<file path="config.mk">
export PLATFORM = sky130hd
export DESIGN_NAME = uart_tx_param_flat
export DESIGN_NICKNAME = d
export VERILOG_FILES = /design/src/rtl/uart_pkg.sv /design/src/rtl/uart_tx_param_if.sv /design/src/rtl/uart_baud_gen.sv /design/src/rtl/uart_tx_param.sv /design/src/flat_wrapper.sv
export SDC_FILE = /design/constraint.sdc
export NUM_CORES = 1
export LEC_CHECK = 0
export BUFFER_PORTS_ARGS = -buffer_cell sky130_fd_sc_hd__buf_2
export CORE_MARGIN = 5
export CORE_UTILIZATION = 52
export DETAILED_ROUTE_END_ITERATION = 8
export PLACE_DENSITY = 0.85
export SLEW_MARGIN = 10
export SYNTH_ARGS = -nofsm -noshare
export SYNTH_HDL_FRONTEND = slang
export SYNTH_SLANG_ARGS = --single-unit
</file>
<file path="constraint.sdc">
create_clock -name clk -period 2.6 [get_ports clk]
set_clock_uncertainty 0.2 [all_clocks]
set_input_delay 0.52 -clock clk [delete_from_list [all_inputs] [get_ports clk]]
set_output_delay 0.52 -clock clk [all_outputs]
set_load 0.05 [all_outputs]
</file>
<file path="src/rtl/uart_pkg.sv">
// Shared UART definitions: frame FSM states, parity mode codes and frame-length helper.
// Used by the transmitter today and by the planned receiver and benches.
package uart_pkg;

  typedef enum logic [2:0] {
    IDLE,
    START,
    DATA,
    PARITY,
    STOP
  } uart_state_e;

  localparam int PAR_NONE = 0;
  localparam int PAR_EVEN = 1;
  localparam int PAR_ODD  = 2;

  // Wide enough to count up to 9 data bits or 2 stop bits.
  localparam int BIT_CNT_W = 4;

  function automatic int frame_len(input int cpb, input int data_bits,
                                   input int parity_mode, input int stop_bits);
    int par_bits;
    par_bits = (parity_mode != PAR_NONE) ? 1 : 0;
    return cpb * (1 + data_bits + par_bits + stop_bits);
  endfunction

endpackage

</file>
<file path="src/rtl/uart_tx_param_if.sv">
// Valid/ready word handshake between a byte producer and the UART transmitter.
interface uart_tx_param_if #(
  parameter int DATA_BITS = 8
);
  logic [DATA_BITS-1:0] tx_data;
  logic                 tx_valid;
  logic                 tx_ready;

  modport master (output tx_data, output tx_valid, input tx_ready);
  modport slave  (input tx_data, input tx_valid, output tx_ready);
endinterface

</file>
<file path="src/rtl/uart_baud_gen.sv">
// Bit-period timer: counts 0..CLKS_PER_BIT-1 and pulses bit_tick_o on the last count.
// clear_i holds the count at zero so a new frame always starts on a fresh period.
module uart_baud_gen #(
  parameter int CLKS_PER_BIT = 868
) (
  input  logic clk,
  input  logic clear_i,
  output logic bit_tick_o
);

  localparam int CNT_W = (CLKS_PER_BIT > 1) ? $clog2(CLKS_PER_BIT) : 1;
  localparam logic [CNT_W-1:0] LAST = CNT_W'(CLKS_PER_BIT - 1);

  logic [CNT_W-1:0] cnt_q, cnt_d;

  assign bit_tick_o = !clear_i && (cnt_q == LAST);

  always_comb begin
    cnt_d = cnt_q + 1'b1;
    if (clear_i || (cnt_q == LAST)) cnt_d = '0;
  end

  always_ff @(posedge clk) begin
    cnt_q <= cnt_d;
  end

endmodule

</file>
<file path="src/rtl/uart_tx_param.sv">
// Parametrised UART transmitter: accepts a word over valid/ready and shifts it out
// LSB-first with start bit, optional parity and 1-2 stop bits. All outputs registered.
module uart_tx_param
  import uart_pkg::*;
#(
  parameter int CLKS_PER_BIT = 868,
  parameter int DATA_BITS    = 8,
  parameter int PARITY_MODE  = 0,
  parameter int STOP_BITS    = 1
) (
  input  logic           clk,
  input  logic           rst_n,
  uart_tx_param_if.slave bus,
  output logic           tx,
  output logic           busy,
  output logic           parity_bit
);

  if (CLKS_PER_BIT < 2) begin : g_bad_cpb
    $error("uart_tx_param: CLKS_PER_BIT must be at least 2");
  end
  if (DATA_BITS < 5 || DATA_BITS > 9) begin : g_bad_data_bits
    $error("uart_tx_param: DATA_BITS must be in 5..9");
  end
  if (PARITY_MODE < PAR_NONE || PARITY_MODE > PAR_ODD) begin : g_bad_parity
    $error("uart_tx_param: PARITY_MODE must be 0, 1 or 2");
  end
  if (STOP_BITS < 1 || STOP_BITS > 2) begin : g_bad_stop
    $error("uart_tx_param: STOP_BITS must be 1 or 2");
  end

  localparam logic [BIT_CNT_W-1:0] LAST_DATA = BIT_CNT_W'(DATA_BITS - 1);
  localparam logic [BIT_CNT_W-1:0] LAST_STOP = BIT_CNT_W'(STOP_BITS - 1);

  uart_state_e           state_q;
  logic [DATA_BITS-1:0]  shift_q;
  logic [BIT_CNT_W-1:0]  bit_cnt_q;
  logic                  tx_q;
  logic                  ready_q;
  logic                  busy_q;
  logic                  parity_q;
  logic                  bit_tick;
  logic                  baud_clear;

  function automatic logic calc_parity(input logic [DATA_BITS-1:0] d);
    case (PARITY_MODE)
      PAR_EVEN: return ^d;
      PAR_ODD:  return ~^d;
      default:  return 1'b0;
    endcase
  endfunction

  // The baud counter idles at zero so each start bit lasts a full period.
  assign baud_clear = !rst_n || (state_q == IDLE);

  uart_baud_gen #(
    .CLKS_PER_BIT(CLKS_PER_BIT)
  ) u_baud (
    .clk       (clk),
    .clear_i   (baud_clear),
    .bit_tick_o(bit_tick)
  );

  assign tx           = tx_q;
  assign busy         = busy_q;
  assign parity_bit   = parity_q;
  assign bus.tx_ready = ready_q;

  always_ff @(posedge clk) begin
    if (!rst_n) begin
      state_q   <= IDLE;
      tx_q      <= 1'b1;
      ready_q   <= 1'b0;
      busy_q    <= 1'b0;
      parity_q  <= 1'b0;
      bit_cnt_q <= '0;
    end else begin
      case (state_q)
        IDLE: begin
          tx_q      <= 1'b1;
          busy_q    <= 1'b0;
          ready_q   <= 1'b1;
          bit_cnt_q <= '0;
          if (bus.tx_valid && ready_q) begin
            shift_q  <= bus.tx_data;
            parity_q <= calc_parity(bus.tx_data);
            state_q  <= START;
            tx_q     <= 1'b0;
            ready_q  <= 1'b0;
            busy_q   <= 1'b1;
          end
        end
        START: begin
          if (bit_tick) begin
            state_q <= DATA;
            tx_q    <= shift_q[0];
          end
        end
        DATA: begin
          if (bit_tick) begin
            shift_q <= shift_q >> 1;
            if (bit_cnt_q == LAST_DATA) begin
              bit_cnt_q <= '0;
              if (PARITY_MODE != PAR_NONE) begin
                state_q <= PARITY;
                tx_q    <= parity_q;
              end else begin
                state_q <= STOP;
                tx_q    <= 1'b1;
              end
            end else begin
              bit_cnt_q <= bit_cnt_q + 1'b1;
              tx_q      <= shift_q[1];
            end
          end
        end
        PARITY: begin
          if (bit_tick) begin
            state_q <= STOP;
            tx_q    <= 1'b1;
          end
        end
        STOP: begin
          if (bit_tick) begin
            if (bit_cnt_q == LAST_STOP) begin
              state_q   <= IDLE;
              bit_cnt_q <= '0;
              ready_q   <= 1'b1;
              busy_q    <= 1'b0;
            end else begin
              bit_cnt_q <= bit_cnt_q + 1'b1;
            end
          end
        end
        default: begin
          state_q <= IDLE;
          tx_q    <= 1'b1;
        end
      endcase
    end
  end

endmodule

</file>
<file path="src/flat_wrapper.sv">
// flat-port wrapper written by rule: the top's interface ports become plain ports
module uart_tx_param_flat import uart_pkg::*;
#(
  parameter int CLKS_PER_BIT = 868,
  parameter int DATA_BITS    = 8,
  parameter int PARITY_MODE  = 0,
  parameter int STOP_BITS    = 1
)
  (clk, rst_n, tx, busy, parity_bit, bus_tx_data, bus_tx_valid, bus_tx_ready);
  uart_tx_param_if #(.DATA_BITS(DATA_BITS)) bus_i ();
  input  logic clk;
  input  logic rst_n;
  output logic tx;
  output logic busy;
  output logic parity_bit;
  input wire logic [$bits(bus_i.tx_data)-1:0] bus_tx_data;
  input wire logic [$bits(bus_i.tx_valid)-1:0] bus_tx_valid;
  output wire logic [$bits(bus_i.tx_ready)-1:0] bus_tx_ready;
  assign bus_i.tx_data = bus_tx_data;
  assign bus_i.tx_valid = bus_tx_valid;
  assign bus_tx_ready = bus_i.tx_ready;
  uart_tx_param #(.CLKS_PER_BIT(CLKS_PER_BIT), .DATA_BITS(DATA_BITS), .PARITY_MODE(PARITY_MODE), .STOP_BITS(STOP_BITS)) u_core (.clk(clk), .rst_n(rst_n), .bus(bus_i), .tx(tx), .busy(busy), .parity_bit(parity_bit));
endmodule
</file>
==> results of run 1 <==
[cell usage after synthesis (all sizes together), types with 2 or more instances]
master and n:
nand3b 2, o2111ai 5, clkbuf 2, edfxtp 8, a211oi 2, nand4 4
buf 4, nor2b 2, a21oi 5, mux2 7, or3b 2, nand3 4
ha 3, nand2 11, dfxtp 20, nor3b 2, xor2 2, o21ai 6
o211ai 4, nor2 19, nor4 2, and2 2, or3 2, xnor2 6
inv 5, nor3 5
[worst max-delay path, stage by stage (launching register included)]
cell     delay, ns
dfxtp_1       0.42
ha_1          0.24
or3b_4        0.44
nor4_1        0.30
a21oi_1       0.13
nor3_1        0.19
buf_4         0.20
[stage by stage]
stage,cells,utilization
6_report,198,0.592
2_1_floorplan,155,-
4_1_cts,198,0.592
3_5_place_dp,194,0.573
5_1_grt,198,0.592
3_3_place_gp,194,0.573
[registers in the layout, indices dropped and copies added (netlist names)]
signal / cells
u_core.tx: 1
u_core.shift_q: 8
u_core.state_q: 3
u_core.bit_cnt_q: 4
u_core.bus.tx_ready: 1
u_core.busy: 1
u_core.u_baud.cnt_q: 10
[cell type report]
type	count	area, um2
Inverter	6	22.5
Clock inverter	1	30.0
Clock buffer	3	22.5
Sequential cell	28	641
Timing Repair Buffer	14	72.6
Fill cell	246	1130
Tap cell	31	38.8
Multi-Input combinational cell	115	820
[cell families after synthesis]
kind of cell             count (synthesis)  share of synthesized area
adder cells (fa/ha/maj)                  3                     0.0248
multiplexers                             7                     0.0521
flip-flops                              28                      0.423
AND/OR/NAND/NOR                         66                      0.253
XOR/XNOR                                 8                     0.0463
buffers and inverters                   12                     0.0347
other                                    1                    0.00248
AO/OA/AOI/OAI                           30                      0.163
[where the power goes]
| part | leakage, nW | switching, mW | internal, mW | total (mW) |
|---|---|---|---|---|
| clock | 0.0279 | 0.131 | 0.156 | 0.287 |
| sequential | 0.235 | 0.00899 | 0.459 | 0.468 |
| combinational | 0.290 | 0.0445 | 0.0237 | 0.0682 |
[routing by layer]
layer	part of all wire	up-vias
met4	0.021	0
li1	-	595
met2	0.48	21
met5	0	-
met3	0.029	6
met1	0.47	580
[worst max path at each step]
stage                                       to  slack, ns
2_1_floorplan      u_core.shift_q[0]$_DFFE_PP_       0.06
3_3_place_gp   u_core.shift_q[7]$_SDFFCE_PP0P_       0.34
3_5_place_dp   u_core.shift_q[7]$_SDFFCE_PP0P_       0.26
4_1_cts        u_core.shift_q[7]$_SDFFCE_PP0P_       0.24
5_1_grt            u_core.shift_q[1]$_DFFE_PP_       0.05
6_report           u_core.shift_q[6]$_DFFE_PP_       0.22
[placed cells by master, fill, tap and decap left out, types with 2 or more instances in the layout]
| cell type | n |
|---|---|
| a211oi_1 | 2 |
| o211ai_1 | 3 |
| and2_1 | 2 |
| o21ai_1 | 2 |
| inv_1 | 5 |
| nor3_1 | 5 |
| nor4_1 | 2 |
| nand2_1 | 11 |
| o21ai_0 | 4 |
| nand3_1 | 4 |
| dfxtp_1 | 20 |
| mux2_2 | 7 |
| or3_1 | 2 |
| nand3b_1 | 2 |
| nand4_1 | 4 |
| xor2_1 | 2 |
| nor2b_1 | 2 |
| o2111ai_1 | 5 |
| xnor2_1 | 6 |
| nor2_1 | 19 |
| clkbuf_4 | 3 |
| edfxtp_1 | 8 |
| a21oi_1 | 5 |
| buf_2 | 13 |
| ha_1 | 3 |
==> qor.log, run 1 <==
INFO  place          detailed_place_hpwl=2210um
INFO  floorplanning  dieArea=4090um2
INFO  yosys          synth_cell_type_count=50
INFO  worst_setup_path timing.critical_path.required=2.46ns
INFO  timing         layout_min_cycle_time=2.38ns
INFO  yosys          synthesis.area_per_instance=9.76um2
INFO  timing         worst_slack=0.223ns
INFO  yosys          syn-instance-count=155
INFO  detailed_routing drcViolationCount=0
INFO  floorplanning  fp.dieW=63.9um
INFO  floorplanning  num_rows=19
INFO  cts            clk_pin_slew_worst_paths=0.15ns
INFO  yosys          synth_warnings=0
INFO  floorplanning  initial_core_util=0.544
INFO  worst_setup_path setup.reg_to_reg.worst_slack=0.22ns
INFO  floorplanning  core_region_area=2780um2
INFO  worst_setup_path critPathKind=flop to flop
INFO  worst_setup_path worst-path-max-fanout=8
INFO  cts            holdBufCountCts=0
INFO  global_routing global_router_s_overall_resource_usage=0.151
INFO  cts            worst_skew_pair.late_latency=0.33ns
INFO  global_routing vias_in_the_first_global_route=1067
INFO  cts            cts.repair_timing.setup_buffer_count=0
INFO  timing         grt_setup_unrepaired=no
INFO  cells_and_area final_instance_area=1650um2
INFO  yosys          yosysSeqAreaShare=0.423
INFO  cts            tritoncts.num_buffers=3
INFO  yosys          ys_dominant_reg_cell=dfxtp_1
INFO  flow_run       max-cap-violations=0
INFO  yosys          ys_seq_elements=28
INFO  yosys          synth.cell_area=1510um2
INFO  worst_setup_path r2r_end=u_core.shift_q[6]$_DFFE_PP_
INFO  cts            ctsResizeCount=0
INFO  place          post_placement_worst_setup_slack=0.257ns
INFO  yosys          mappedNetlistNets=169
INFO  power_and_ir_drop power.density=500nW/um2
INFO  place          gp_congestion=0.861
INFO  yosys          post_synth_arst_share=0
INFO  worst_setup_path worst_setup_path_startpoint=u_core.u_baud.cnt_q[0]$_SDFF_PP0_
INFO  detailed_routing drt-wirelength-per-cell=14.9um
INFO  worst_setup_path worstSetupEndpointType=flop
INFO  detailed_routing drt_first_pass_iters=4
INFO  timing         portion_of_the_clock_cycle_consumed_by_the_worst_path_in_the_final_layout=0.914
INFO  min_path       holdCritPathClass=input pin to flop
INFO  global_routing groute.layer.met3.usage=0.0263
INFO  detailed_routing totalWireLength=2960um
INFO  global_routing met2_usage=0.230
INFO  cts            clk_path_buf_depth=2
INFO  detailed_routing drt_iter0_markers=48
INFO  worst_setup_path start_kind=flop
INFO  min_path       hold-path-endpoint=u_core.shift_q[7]$_SDFFCE_PP0P_
INFO  power_and_ir_drop post-layout-total-power=0.823mW
INFO  cells_and_area antennaDiodeCount=0
INFO  timing         tns=0ns
INFO  min_path       min_delay_path_depth=2
INFO  cts            clock_tree_from_tritoncts=yes
INFO  yosys          synth.area.top_cells=dfxtp_1 26%, edfxtp_1 16%, mux2_2 5.2%
INFO  floorplanning  floorplan.die.height=63.9um
INFO  detailed_routing avgViaCountPerCell=6.07
INFO  cells_and_area nNetsFinal=182
INFO  global_routing grt.busiest_layer=met2
INFO  place          port_buffers=13
INFO  yosys          biggest_area_consumer_among_synthesized_cells=dfxtp_1
INFO  cts            cts_htree_levels=1
INFO  status         outcome=complete, no violations
INFO  global_routing overflow=0
INFO  global_routing grt_use_met1=0.209
INFO  detailed_routing detailroute.via_count=1202
INFO  cells_and_area ratio_of_cells_with_drive_above_1_in_the_final_layout=0.204
INFO  floorplanning  floorplan.io_pins=15
INFO  cells_and_area relative_area_change_from_synthesis_to_final_layout=8.85%
INFO  yosys          post-synth-top-area-fraction=0.265
INFO  global_routing grt_start_max_net_pins=18
INFO  timing         fmax=0.421GHz
INFO  timing         timing.final.max_slew_violations=0
INFO  power_and_ir_drop p_leak=0.552nW
INFO  global_routing first_pass_grt_wire_length=5060um
INFO  detailed_routing postRouteAntennaNets=0
INFO  cts            ctsRootBufferMaster=clkbuf_4
INFO  worst_setup_path rr_worst_depth=6
INFO  timing         timing.final.setup_violations=0
INFO  worst_setup_path cp.arrival=2.24ns
INFO  place          detailed_place.area=1590um2
INFO  timing         timing.hold.ws=0.277ns
INFO  cts            cts_num_sinks=28
INFO  power_and_ir_drop max-vdd-ir-drop=0.359mV
INFO  min_path       hold_start=bus_tx_data[7]
INFO  worst_setup_path worst_reg2reg_startpoint=u_core.u_baud.cnt_q[0]$_SDFF_PP0_
INFO  yosys          synth_enable_flop_cells=8
INFO  timing         hold_viol_final=0
INFO  global_routing number_of_antenna_violations_at_the_first_check_in_global_routing=0
(Power assumes the default switching activity.)
==> run 2, diff against run 1 <==
--- a/config.mk
+++ b/config.mk
@@ -5,10 +5,10 @@
 export SDC_FILE = /design/constraint.sdc
 export NUM_CORES = 1
 export LEC_CHECK = 0
-export BUFFER_PORTS_ARGS = -buffer_cell sky130_fd_sc_hd__buf_2
 export CORE_MARGIN = 5
-export CORE_UTILIZATION = 52
+export CORE_UTILIZATION = 56
 export DETAILED_ROUTE_END_ITERATION = 8
+export DONT_BUFFER_PORTS = 1
 export PLACE_DENSITY = 0.85
 export SLEW_MARGIN = 10
 export SYNTH_ARGS = -nofsm -noshare
==> qor.log, run 2 (synthesis gave the netlist of run 1 again) <==
INFO  min_path       min_delay_path_depth=1
INFO  worst_setup_path worst_reg2reg_startpoint=u_core.u_baud.cnt_q[0]$_SDFF_PP0_
INFO  global_routing met2_usage=0.321
INFO  timing         hold_viol_final=0
INFO  global_routing grt.busiest_layer=met2
INFO  detailed_routing detailroute.via_count=1204
INFO  global_routing grt_use_met1=0.214
INFO  global_routing global_router_s_overall_resource_usage=0.189
INFO  power_and_ir_drop p_leak=0.506nW
INFO  cells_and_area relative_area_change_from_synthesis_to_final_layout=4.96%
INFO  cts            ctsRootBufferMaster=clkbuf_4
INFO  floorplanning  floorplan.io_pins=15
INFO  floorplanning  dieArea=3840um2
INFO  timing         portion_of_the_clock_cycle_consumed_by_the_worst_path_in_the_final_layout=0.901
INFO  cts            cts.repair_timing.setup_buffer_count=0
INFO  place          detailed_place_hpwl=2190um
INFO  detailed_routing postRouteAntennaNets=0
INFO  cells_and_area nNetsFinal=170
INFO  worst_setup_path timing.critical_path.required=2.47ns
INFO  floorplanning  core_region_area=2520um2
INFO  cells_and_area reg_top3=u_core.u_baud.cnt_q: 10 flops, u_core.shift_q: 8 flops, u_core.bit_cnt_q: 4 flops
INFO  floorplanning  num_rows=18
INFO  floorplanning  initial_core_util=0.600
INFO  detailed_routing drt_first_pass_iters=4
INFO  worst_setup_path worst_setup_path_startpoint=u_core.u_baud.cnt_q[0]$_SDFF_PP0_
INFO  cells_and_area stdcell_count=185
INFO  cells_and_area antennaDiodeCount=0
INFO  cells_and_area number_of_flip_flops_under_the_largest_register_name=10
INFO  worst_setup_path worst-path-max-fanout=8
INFO  worst_setup_path cp.arrival=2.22ns
INFO  floorplanning  fp.dieW=62.0um
INFO  worst_setup_path rr_worst_depth=6
INFO  power_and_ir_drop power.density=513nW/um2
INFO  cts            holdBufCountCts=0
INFO  place          port_buffers=0
INFO  cts            clock_tree_from_tritoncts=yes
INFO  place          post-place-cells=181
INFO  global_routing overflow=0
INFO  timing         layout_min_cycle_time=2.34ns
INFO  detailed_routing drt_iter0_markers=38
INFO  cts            ctsResizeCount=0
INFO  floorplanning  floorplan.die.height=62.0um
INFO  worst_setup_path critPathKind=flop to flop
INFO  detailed_routing drcViolationCount=0
INFO  worst_setup_path start_kind=flop
INFO  global_routing grt_start_max_net_pins=18
INFO  min_path       hold_start=rst_n
INFO  cells_and_area largest-register=u_core.u_baud.cnt_q
INFO  timing         timing.final.setup_violations=0
INFO  timing         grt_setup_unrepaired=no
INFO  cells_and_area layout_commonest_cell=dfxtp_1
INFO  timing         worstMarginPinSlew=0.546ns
INFO  detailed_routing avgViaCountPerCell=6.51
INFO  cts            clk_pin_slew_worst_paths=0.15ns
INFO  global_routing number_of_antenna_violations_at_the_first_check_in_global_routing=0
INFO  cts            clk_path_buf_depth=2
INFO  detailed_routing drt-wirelength-per-cell=16.4um
INFO  cts            worst_skew_pair.late_latency=0.34ns
INFO  cts            tritoncts.num_buffers=3
INFO  min_path       holdCritPathClass=input pin to flop
INFO  detailed_routing totalWireLength=3030um
INFO  place          gp_congestion=0.908
INFO  cts            cts_htree_levels=1
INFO  power_and_ir_drop max-vdd-ir-drop=0.573mV
INFO  cells_and_area ratio_of_cells_with_drive_above_1_in_the_final_layout=0.142
INFO  worst_setup_path worstSetupEndpointType=flop
INFO  timing         tns=0ns
INFO  global_routing groute.layer.met3.usage=0.0351
INFO  global_routing vias_in_the_first_global_route=1192
INFO  cts            cts_num_sinks=28
INFO  timing         max-slew-margin-rel=0.636
INFO  status         outcome=complete, no violations
INFO  cells_and_area most-common-layout-cells=20 x dfxtp_1, 19 x nor2_1, 11 x nand2_1
INFO  flow_run       max-cap-violations=0
INFO  timing         fmax=0.427GHz
INFO  global_routing first_pass_grt_wire_length=5350um
INFO  timing         timing.final.max_slew_violations=0
## run 2: changes by cell type in the layout (fill, tap and decap cells not counted), sizes merged
cell  delta
buf     -12
## run 2: final cells by class
type / instances / area (um2)
sequential: 28 / 641
timing repair buffer: 2 / 15.0
inverter: 6 / 22.5
tap: 30 / 37.5
fill: 202 / 935
clock inverter: 1 / 30.0
clock buffer: 3 / 22.5
multi-input combinational: 115 / 820
## run 2: power breakdown
group          switching, mW  internal (mW)
registers             0.0152          0.459
logic                 0.0334         0.0181
clock network          0.133          0.156
## run 2: metrics by stage
stage,power [mW],util,cell area [um2],hold slack [ns],setup slack [ns]
6_report,0.815,0.629,1590,0.0827,0.256
2_1_floorplan,0.526,-,1510,0.230,0.0578
3_5_place_dp,0.534,0.609,1540,0.257,0.289
4_1_cts,0.816,0.629,1590,0.0819,0.267
3_3_place_gp,0.533,0.609,1540,0.244,0.340
5_1_grt,0.841,0.629,1590,0.0794,0.0592
## run 2: final timing paths
check	end	slack (ns)
hold reg to reg	u_core.u_baud.cnt_q[0]$_SDFF_PP0_	0.29
setup reg to reg	u_core.shift_q[1]$_DFFE_PP_	0.26
hold / removal	u_core.state_q[2]$_SDFFE_PN0P_	0.08
setup / recovery	u_core.shift_q[1]$_DFFE_PP_	0.26
## run 2: worst max-delay path, stage by stage (launching register included)
cell     delay (ns)
dfxtp_1        0.40
ha_1           0.23
or3b_4         0.44
nor4_1         0.31
a21oi_1        0.12
nor3_1         0.19
buf_4          0.19
## run 2: layer usage
layer / routed length, um / part of all wire
met5: 0 / 0
met4: 112 / 0.037
met3: 114 / 0.038
met2: 1540 / 0.51
met1: 1270 / 0.42
